`config.mk`:
```
export PLATFORM = sky130hd
export DESIGN_NAME = down_timer_controller
export DESIGN_NICKNAME = d
export VERILOG_FILES = /design/src/rtl/down_timer_controller.sv
export SDC_FILE = /design/constraint.sdc
export NUM_CORES = 1
export LEC_CHECK = 0
export BUFFER_PORTS_ARGS = -buffer_cell sky130_fd_sc_hd__buf_2
export CAP_MARGIN = 20
export CORE_MARGIN = 2
export CORE_UTILIZATION = 58
export CTS_CLUSTER_DIAMETER = 150
export DETAILED_ROUTE_END_ITERATION = 10
export PLACE_DENSITY = 0.79
export SETUP_SLACK_MARGIN = 0.02
export SYNTH_ARGS = -nofsm -noshare
export SYNTH_HDL_FRONTEND = slang
export SYNTH_SLANG_ARGS = --single-unit
```
`constraint.sdc`:
```
create_clock -name CLK -period 2.2 [get_ports CLK]
set_clock_uncertainty 0.1 [all_clocks]
set_input_delay 0.22 -clock CLK [delete_from_list [all_inputs] [get_ports CLK]]
set_output_delay 0.22 -clock CLK [all_outputs]
set_load 0.01 [all_outputs]
```
`src/rtl/down_timer_controller.sv`:
```
// Run-control FSM for the four-digit BCD down-counting display timer.
// Latency: a debounced press edge changes STATE on the next CLK edge; COUNT_ENABLE is combinational.
// Backpressure: none. Buttons are sampled on TICK, and presses that lose the same-cycle priority are dropped.
module down_timer_controller #(
  parameter logic [15:0] PRESET_DEFAULT = 16'h1000,
  parameter int          DB_TICKS       = 3,
  parameter int          ALARM_TICKS    = 500,
  parameter int          BLINK_TICKS    = 50
) (
  input  logic        CLK,
  input  logic        RESET,
  input  logic        TICK,
  input  logic        BTN_START,
  input  logic        BTN_STOP,
  input  logic        BTN_MODE,
  input  logic        BTN_INC,
  input  logic        COUNT_ZERO,
  output logic        COUNT_ENABLE,
  output logic        COUNT_LOAD,
  output logic [15:0] PRESET,
  output logic [1:0]  EDIT_DIGIT,
  output logic        BLINK,
  output logic        ALARM,
  output logic [2:0]  STATE
);

  localparam int DBW = $clog2(DB_TICKS + 1);
  localparam int ALW = $clog2(ALARM_TICKS + 1);
  localparam int BLW = $clog2(BLINK_TICKS + 1);

  typedef enum logic [2:0] {
    ST_IDLE    = 3'd0,
    ST_SET     = 3'd1,
    ST_RUN     = 3'd2,
    ST_PAUSE   = 3'd3,
    ST_EXPIRED = 3'd4
  } state_t;

  // Button bit order: 0 = START, 1 = STOP, 2 = MODE, 3 = INC
  logic [3:0]          btn_raw;
  logic [3:0]          sync1_q, sync1_d, sync2_q, sync2_d;
  logic [3:0][DBW-1:0] db_cnt_q, db_cnt_d;
  logic [3:0]          db_lvl_q, db_lvl_d, db_dly_q, db_dly_d;
  logic [3:0]          press;
  logic                pr_start, pr_stop, pr_mode, pr_inc, any_press;

  state_t              state_q, state_d;
  logic [15:0]         preset_q, preset_d;
  logic [1:0]          edit_q, edit_d;
  logic                blink_q, blink_d;
  logic [BLW-1:0]      blink_cnt_q, blink_cnt_d;
  logic [ALW-1:0]      alarm_cnt_q, alarm_cnt_d;
  logic                load_q, load_d;
  logic [3:0]          cur_digit;

  assign btn_raw = {BTN_INC, BTN_MODE, BTN_STOP, BTN_START};

  // Two-flop synchroniser, then a per-button debounce counter advanced only on TICK
  always_comb begin
    sync1_d  = btn_raw;
    sync2_d  = sync1_q;
    db_dly_d = db_lvl_q;
    db_cnt_d = db_cnt_q;
    db_lvl_d = db_lvl_q;
    if (TICK) begin
      for (int i = 0; i < 4; i++) begin
        if (sync2_q[i] != db_lvl_q[i]) begin
          if (db_cnt_q[i] == DBW'(DB_TICKS - 1)) begin
            db_lvl_d[i] = sync2_q[i];
            db_cnt_d[i] = '0;
          end else begin
            db_cnt_d[i] = db_cnt_q[i] + 1'b1;
          end
        end else begin
          db_cnt_d[i] = '0;
        end
      end
    end
  end

  // One-CLK press pulses; a single winner per cycle, STOP > START > MODE > INC
  assign press     = db_lvl_q & ~db_dly_q;
  assign pr_stop   = press[1];
  assign pr_start  = press[0] & ~press[1];
  assign pr_mode   = press[2] & ~press[1] & ~press[0];
  assign pr_inc    = press[3] & ~press[2] & ~press[1] & ~press[0];
  assign any_press = |press;
  assign cur_digit = preset_q[{edit_q, 2'b00} +: 4];

  // Next-state logic. COUNT_LOAD is registered so it is high exactly in the first IDLE cycle.
  always_comb begin
    state_d     = state_q;
    preset_d    = preset_q;
    edit_d      = edit_q;
    blink_d     = 1'b0;
    blink_cnt_d = '0;
    alarm_cnt_d = '0;
    load_d      = 1'b0;
    case (state_q)
      ST_IDLE: begin
        if (pr_start && (preset_q != 16'h0000)) begin
          state_d = ST_RUN;
        end else if (pr_mode) begin
          state_d = ST_SET;
          edit_d  = 2'd0;
        end
      end
      ST_SET: begin
        blink_d     = blink_q;
        blink_cnt_d = blink_cnt_q;
        if (TICK) begin
          if (blink_cnt_q == BLW'(BLINK_TICKS - 1)) begin
            blink_cnt_d = '0;
            blink_d     = ~blink_q;
          end else begin
            blink_cnt_d = blink_cnt_q + 1'b1;
          end
        end
        if (pr_stop || (pr_mode && (edit_q == 2'd3))) begin
          state_d     = ST_IDLE;
          load_d      = 1'b1;
          edit_d      = 2'd0;
          blink_d     = 1'b0;
          blink_cnt_d = '0;
        end else if (pr_mode) begin
          edit_d = edit_q + 2'd1;
        end else if (pr_inc) begin
          preset_d[{edit_q, 2'b00} +: 4] = (cur_digit == 4'd9) ? 4'd0 : cur_digit + 4'd1;
        end
      end
      ST_RUN: begin
        if (COUNT_ZERO) begin
          state_d = ST_EXPIRED;
        end else if (pr_stop) begin
          state_d = ST_PAUSE;
        end
      end
      ST_PAUSE: begin
        if (pr_stop) begin
          state_d = ST_IDLE;
          load_d  = 1'b1;
        end else if (pr_start) begin
          state_d = ST_RUN;
        end
      end
      ST_EXPIRED: begin
        alarm_cnt_d = alarm_cnt_q;
        if (any_press || (TICK && (alarm_cnt_q == ALW'(ALARM_TICKS - 1)))) begin
          state_d     = ST_IDLE;
          load_d      = 1'b1;
          alarm_cnt_d = '0;
        end else if (TICK) begin
          alarm_cnt_d = alarm_cnt_q + 1'b1;
        end
      end
      default: begin
        state_d = ST_IDLE;
      end
    endcase
  end

  // State register, asynchronously cleared to the power-on values
  always_ff @(posedge CLK or negedge RESET) begin
    if (!RESET) begin
      sync1_q     <= '0;
      sync2_q     <= '0;
      db_cnt_q    <= '0;
      db_lvl_q    <= '0;
      db_dly_q    <= '0;
      state_q     <= ST_IDLE;
      preset_q    <= PRESET_DEFAULT;
      edit_q      <= 2'd0;
      blink_q     <= 1'b0;
      blink_cnt_q <= '0;
      alarm_cnt_q <= '0;
      load_q      <= 1'b0;
    end else begin
      sync1_q     <= sync1_d;
      sync2_q     <= sync2_d;
      db_cnt_q    <= db_cnt_d;
      db_lvl_q    <= db_lvl_d;
      db_dly_q    <= db_dly_d;
      state_q     <= state_d;
      preset_q    <= preset_d;
      edit_q      <= edit_d;
      blink_q     <= blink_d;
      blink_cnt_q <= blink_cnt_d;
      alarm_cnt_q <= alarm_cnt_d;
      load_q      <= load_d;
    end
  end

  assign STATE        = state_q;
  assign COUNT_ENABLE = (state_q == ST_RUN) & ~COUNT_ZERO;
  assign COUNT_LOAD   = load_q;
  assign PRESET       = preset_q;
  assign EDIT_DIGIT   = edit_q;
  assign BLINK        = blink_q;
  assign ALARM        = (state_q == ST_EXPIRED);

endmodule
```
==> run_results.csv <==
group,metric,value,unit
worst_setup_path,start_kind,"register",
drt,drt_first_pass_iters,4,
drt,drt.antenna.violating_nets,0,
synthesis,seq_area_frac_synth,52.4,%
pwr,p_leak,1.64,nW
clock_tree,postCtsSetupBuffers,0,
cells_and_area,diodes,0,
synthesis,syn_area,2960,sq um
global_routing,antenna_found_initial,0,
sta,holdWs,36.6,ps
sta,fin_crit_sh,92.7,%
worst_setup_path,r2r-start,"EDIT_DIGIT[0]",
worst_setup_path,crit_fanout,5,
worst_setup_path,slowest_delay,570,ps
clock_tree,path_clk_slew,70,ps
sta,fmax,490,MHz
sta,rsz0062_at_grt,"no",
placement,dp_hpwl,4.37,mm
clock_tree,cts_tree,"done",
cells_and_area,drive_above_1_share,23.4,%
global_routing,grt_pass1_wl,9.68,mm
synthesis,synth_xor_area_share,4.43,%
global_routing,grt_overflow,0,
synthesis,synth_area_leaders,"dfrtp_1, ha_1, nand2_1",
synthesis,synthAdderAreaFrac,4.64,%
sta,setup-tns-final,0,ps
global_routing,grt_max_degree,24,
drt,wl_per_cell,14.9,um
sta,slew_violations,0,
cells_and_area,syn2layout_area_growth,19.7,%
cells_and_area,num-nets-final,348,
global_routing,grt_pass1_vias,2113,
drt,initialDrtViolationCount,138,
clock_tree,root_buffer,"clkbuf_8",
drt,vias,2233,
drt,viasPerCell,5.53,
synthesis,synth_fp_nets,296,
global_routing,grt_use_total,23.0,%
die,core-area,5010,sq um
placement,place_congestion,0.838,
clock_tree,cts_max_level,3,
die,die_w,75.5,um
sta,fin_crit,2040,ps
synthesis,synth_cell_type_count,47,
worst_setup_path,critical_path.slowest_cell,"mux4_2",
clock_tree,cts_max_path_buffers,2,
clock_tree,clk_latency,350,ps
synthesis,synth_mux_area_share,7.34,%
worst_setup_path,r2r_cells,6,
sta,slew_headroom,66.2,%
sta,final-setup-viol-count,0,
pwr,p_per_area,1100,nW/um^2
synthesis,yosysTopAreaCell,"dfrtp_1",
worst_setup_path,cp.arrival,2160,ps
worst_setup_path,critPathKind,"reg -> reg",
worst_setup_path,r2r_slack,160,ps
die,dieHeight,75.5,um
synthesis,synth_top_family_by_area,"simple AND/OR/NAND/NOR gates",
cells_and_area,final_cells,404,
worst_setup_path,r2r-end,"PRESET[10]",
synthesis,ys_ff_latch,62,
die,num_io_pins,33,
synthesis,ys_warn_count,0,
flow_run,maxCapViolCount,0,
placement,dp_cells,383,
synthesis,synth_area_per_cell,10.7,sq um
die,dieArea,5700,sq um
pwr,ir_drop,614,uV
placement,place.port_buffers,32,
synthesis,yosys.area.top_type_share,51.5,%
die,core.rowCount,26,
synthesis,yosys.area_share.simple,20.0,%
worst_hold_path,min_path_type,"in -> reg",
synthesis,async_reset_ff_share,100,%
clock_tree,clkSinkCount,62,
worst_setup_path,crit_required,2320,ps
run_status,status,"complete, no violations",
worst_setup_path,worstSetupStartpoint,"EDIT_DIGIT[0]",
worst_setup_path,endpoint,"PRESET[10]",
die,start_util,59.2,%
sta,worst_slew_pin_slew,506,ps
drt,drc,0,
synthesis,synth_flop_cell,"dfrtp_1",
synthesis,synthCells,277,
clock_tree,cts_made_buffers,9,
drt,drt_wl_total,6.02,mm
synthesis,synth_edf_count,0,
synthesis,synth-compound-area-share,8.10,%
worst_setup_path,worstSetupEndpointType,"register",
sta,hold_viol_final,0,
worst_setup_path,crit_chain,"mux4_2 > inv_1 > ha_1 > a211oi_1 > a21oi_1 > o21ai_1",
-- what timing repair did --
item,in CTS,in global routing
hold buffers,5,0
hold endpoints to repair,25,0
resized for setup,0,0
setup endpoints to repair,0,0
-- worst min path at each step --
| stage | from | to | slack, ps | depth (start not counted) |
|---|---|---|---|---|
| 2_1_floorplan | RESET | BLINK | -180 | 0 |
| 3_3_place_gp | RESET | alarm_cnt_q[4] | 110 | 1 |
| 3_5_place_dp | RESET | alarm_cnt_q[4] | 110 | 1 |
| 4_1_cts | COUNT_ZERO | STATE[2] | 20 | 3 |
| 5_1_grt | COUNT_ZERO | STATE[2] | 30 | 3 |
| 6_report | COUNT_ZERO | STATE[2] | 40 | 3 |
-- metal layers --
layer  vias up  wire length, um  global-route usage, %
li1       1081                -                      -
met1      1082             2700                   30.8
met2        61             2950                   36.1
met3         9              281                   6.08
met4         0               90                   8.97
met5         -                0                      0
-- cell usage after synthesis, types with 2 or more instances --
| cell type | count |
|---|---|
| mux2i_1 | 6 |
| nor4_1 | 6 |
| o21ai_1 | 16 |
| xnor2_1 | 7 |
| or3_1 | 2 |
| a21oi_1 | 7 |
| nor2b_1 | 2 |
| mux4_2 | 4 |
| xor2_1 | 8 |
| ha_1 | 11 |
| inv_1 | 17 |
| nand4_1 | 6 |
| clkbuf_1 | 3 |
| o22ai_1 | 4 |
| nand2_1 | 25 |
| or4_4 | 3 |
| and2b_1 | 2 |
| nand2b_1 | 3 |
| nor3b_1 | 3 |
| and3_1 | 3 |
| nor3_1 | 7 |
| mux2_2 | 6 |
| o21ai_0 | 4 |
| dfrtp_1 | 61 |
| nand3_1 | 14 |
| nor2_1 | 25 |
| and2_1 | 2 |
-- power by group --
group | switching [mW] | total [mW] | internal, mW
clock network | 0.440 | 1.19 | 0.750
registers | 0.165 | 1.52 | 1.36
logic | 0.658 | 1.19 | 0.531
total | 1.26 | 3.90 | 2.64
-- sequential cells by signal (all words and copies together), names as in the netlist --
signal and count:
BLINK 1, EDIT_DIGIT 2, db_cnt_q 8, db_dly_d 4
alarm_cnt_q 9, db_dly_q 4, STATE 3, COUNT_LOAD 1
sync2_q 4, sync1_q 4, PRESET 16, blink_cnt_q 6
-- placed cells by master (no fill, tap or decap), drive strengths merged, types with 2 or more instances in the layout --
| cell | instances |
|---|---|
| clkbuf | 10 |
| nor3b | 4 |
| nor2b | 3 |
| xor2 | 8 |
| and2 | 2 |
| nor3 | 7 |
| and3 | 3 |
| ha | 11 |
| dlygate4sd3 | 5 |
| bufinv | 3 |
| or3 | 2 |
| a21oi | 8 |
| nor2 | 25 |
| inv | 17 |
| or4 | 3 |
| nand2b | 3 |
| mux2 | 6 |
| nand2 | 25 |
| and2b | 2 |
| o22ai | 4 |
| nand3 | 15 |
| dfrtp | 61 |
| nor4 | 6 |
| o21ai | 20 |
| nand4 | 6 |
| clkinvlp | 2 |
| buf | 42 |
| xnor2 | 7 |
| mux4 | 4 |
| mux2i | 6 |
-- kinds of logic after synthesis --
logic type,Yosys count
AOI/OAI and AO/OA,40
xor gates and xnor gates,15
adders and majority gates,11
buffers and inverters,23
DFF,62
muxes,16
and+or+nand+nor,110
-- area by class of cell --
type / count / area, sq um
clock inverter: 6 / 110
clock buffer: 10 / 128
multi-input combinational: 192 / 1320
sequential: 62 / 1550
timing repair buffer: 47 / 285
fill: 394 / 1460
inverter: 17 / 63.8
tap: 70 / 87.6
-- per-stage QoR --
step	setup WS, ps	area (sq um)	power, mW	utilization (%)
floorplan	144	2960	2.40	-
global placement	197	3260	2.68	65.1
detailed placement	154	3260	2.73	65.1
CTS	141	3550	3.94	70.8
global route	28.7	3550	4.14	70.8
finish	160	3550	3.90	70.8
-- worst max-delay path: cells and delay by family, from the launching register on --
| kind | cells | cell delay (ps) |
|---|---|---|
| adders and majority gates | 1 | 190 |
| DFF | 1 | 450 |
| buffers and inverters | 1 | 80 |
| AOI/OAI and AO/OA | 3 | 520 |
| muxes | 1 | 570 |
Note: power is estimated with default switching activity, not from simulation.
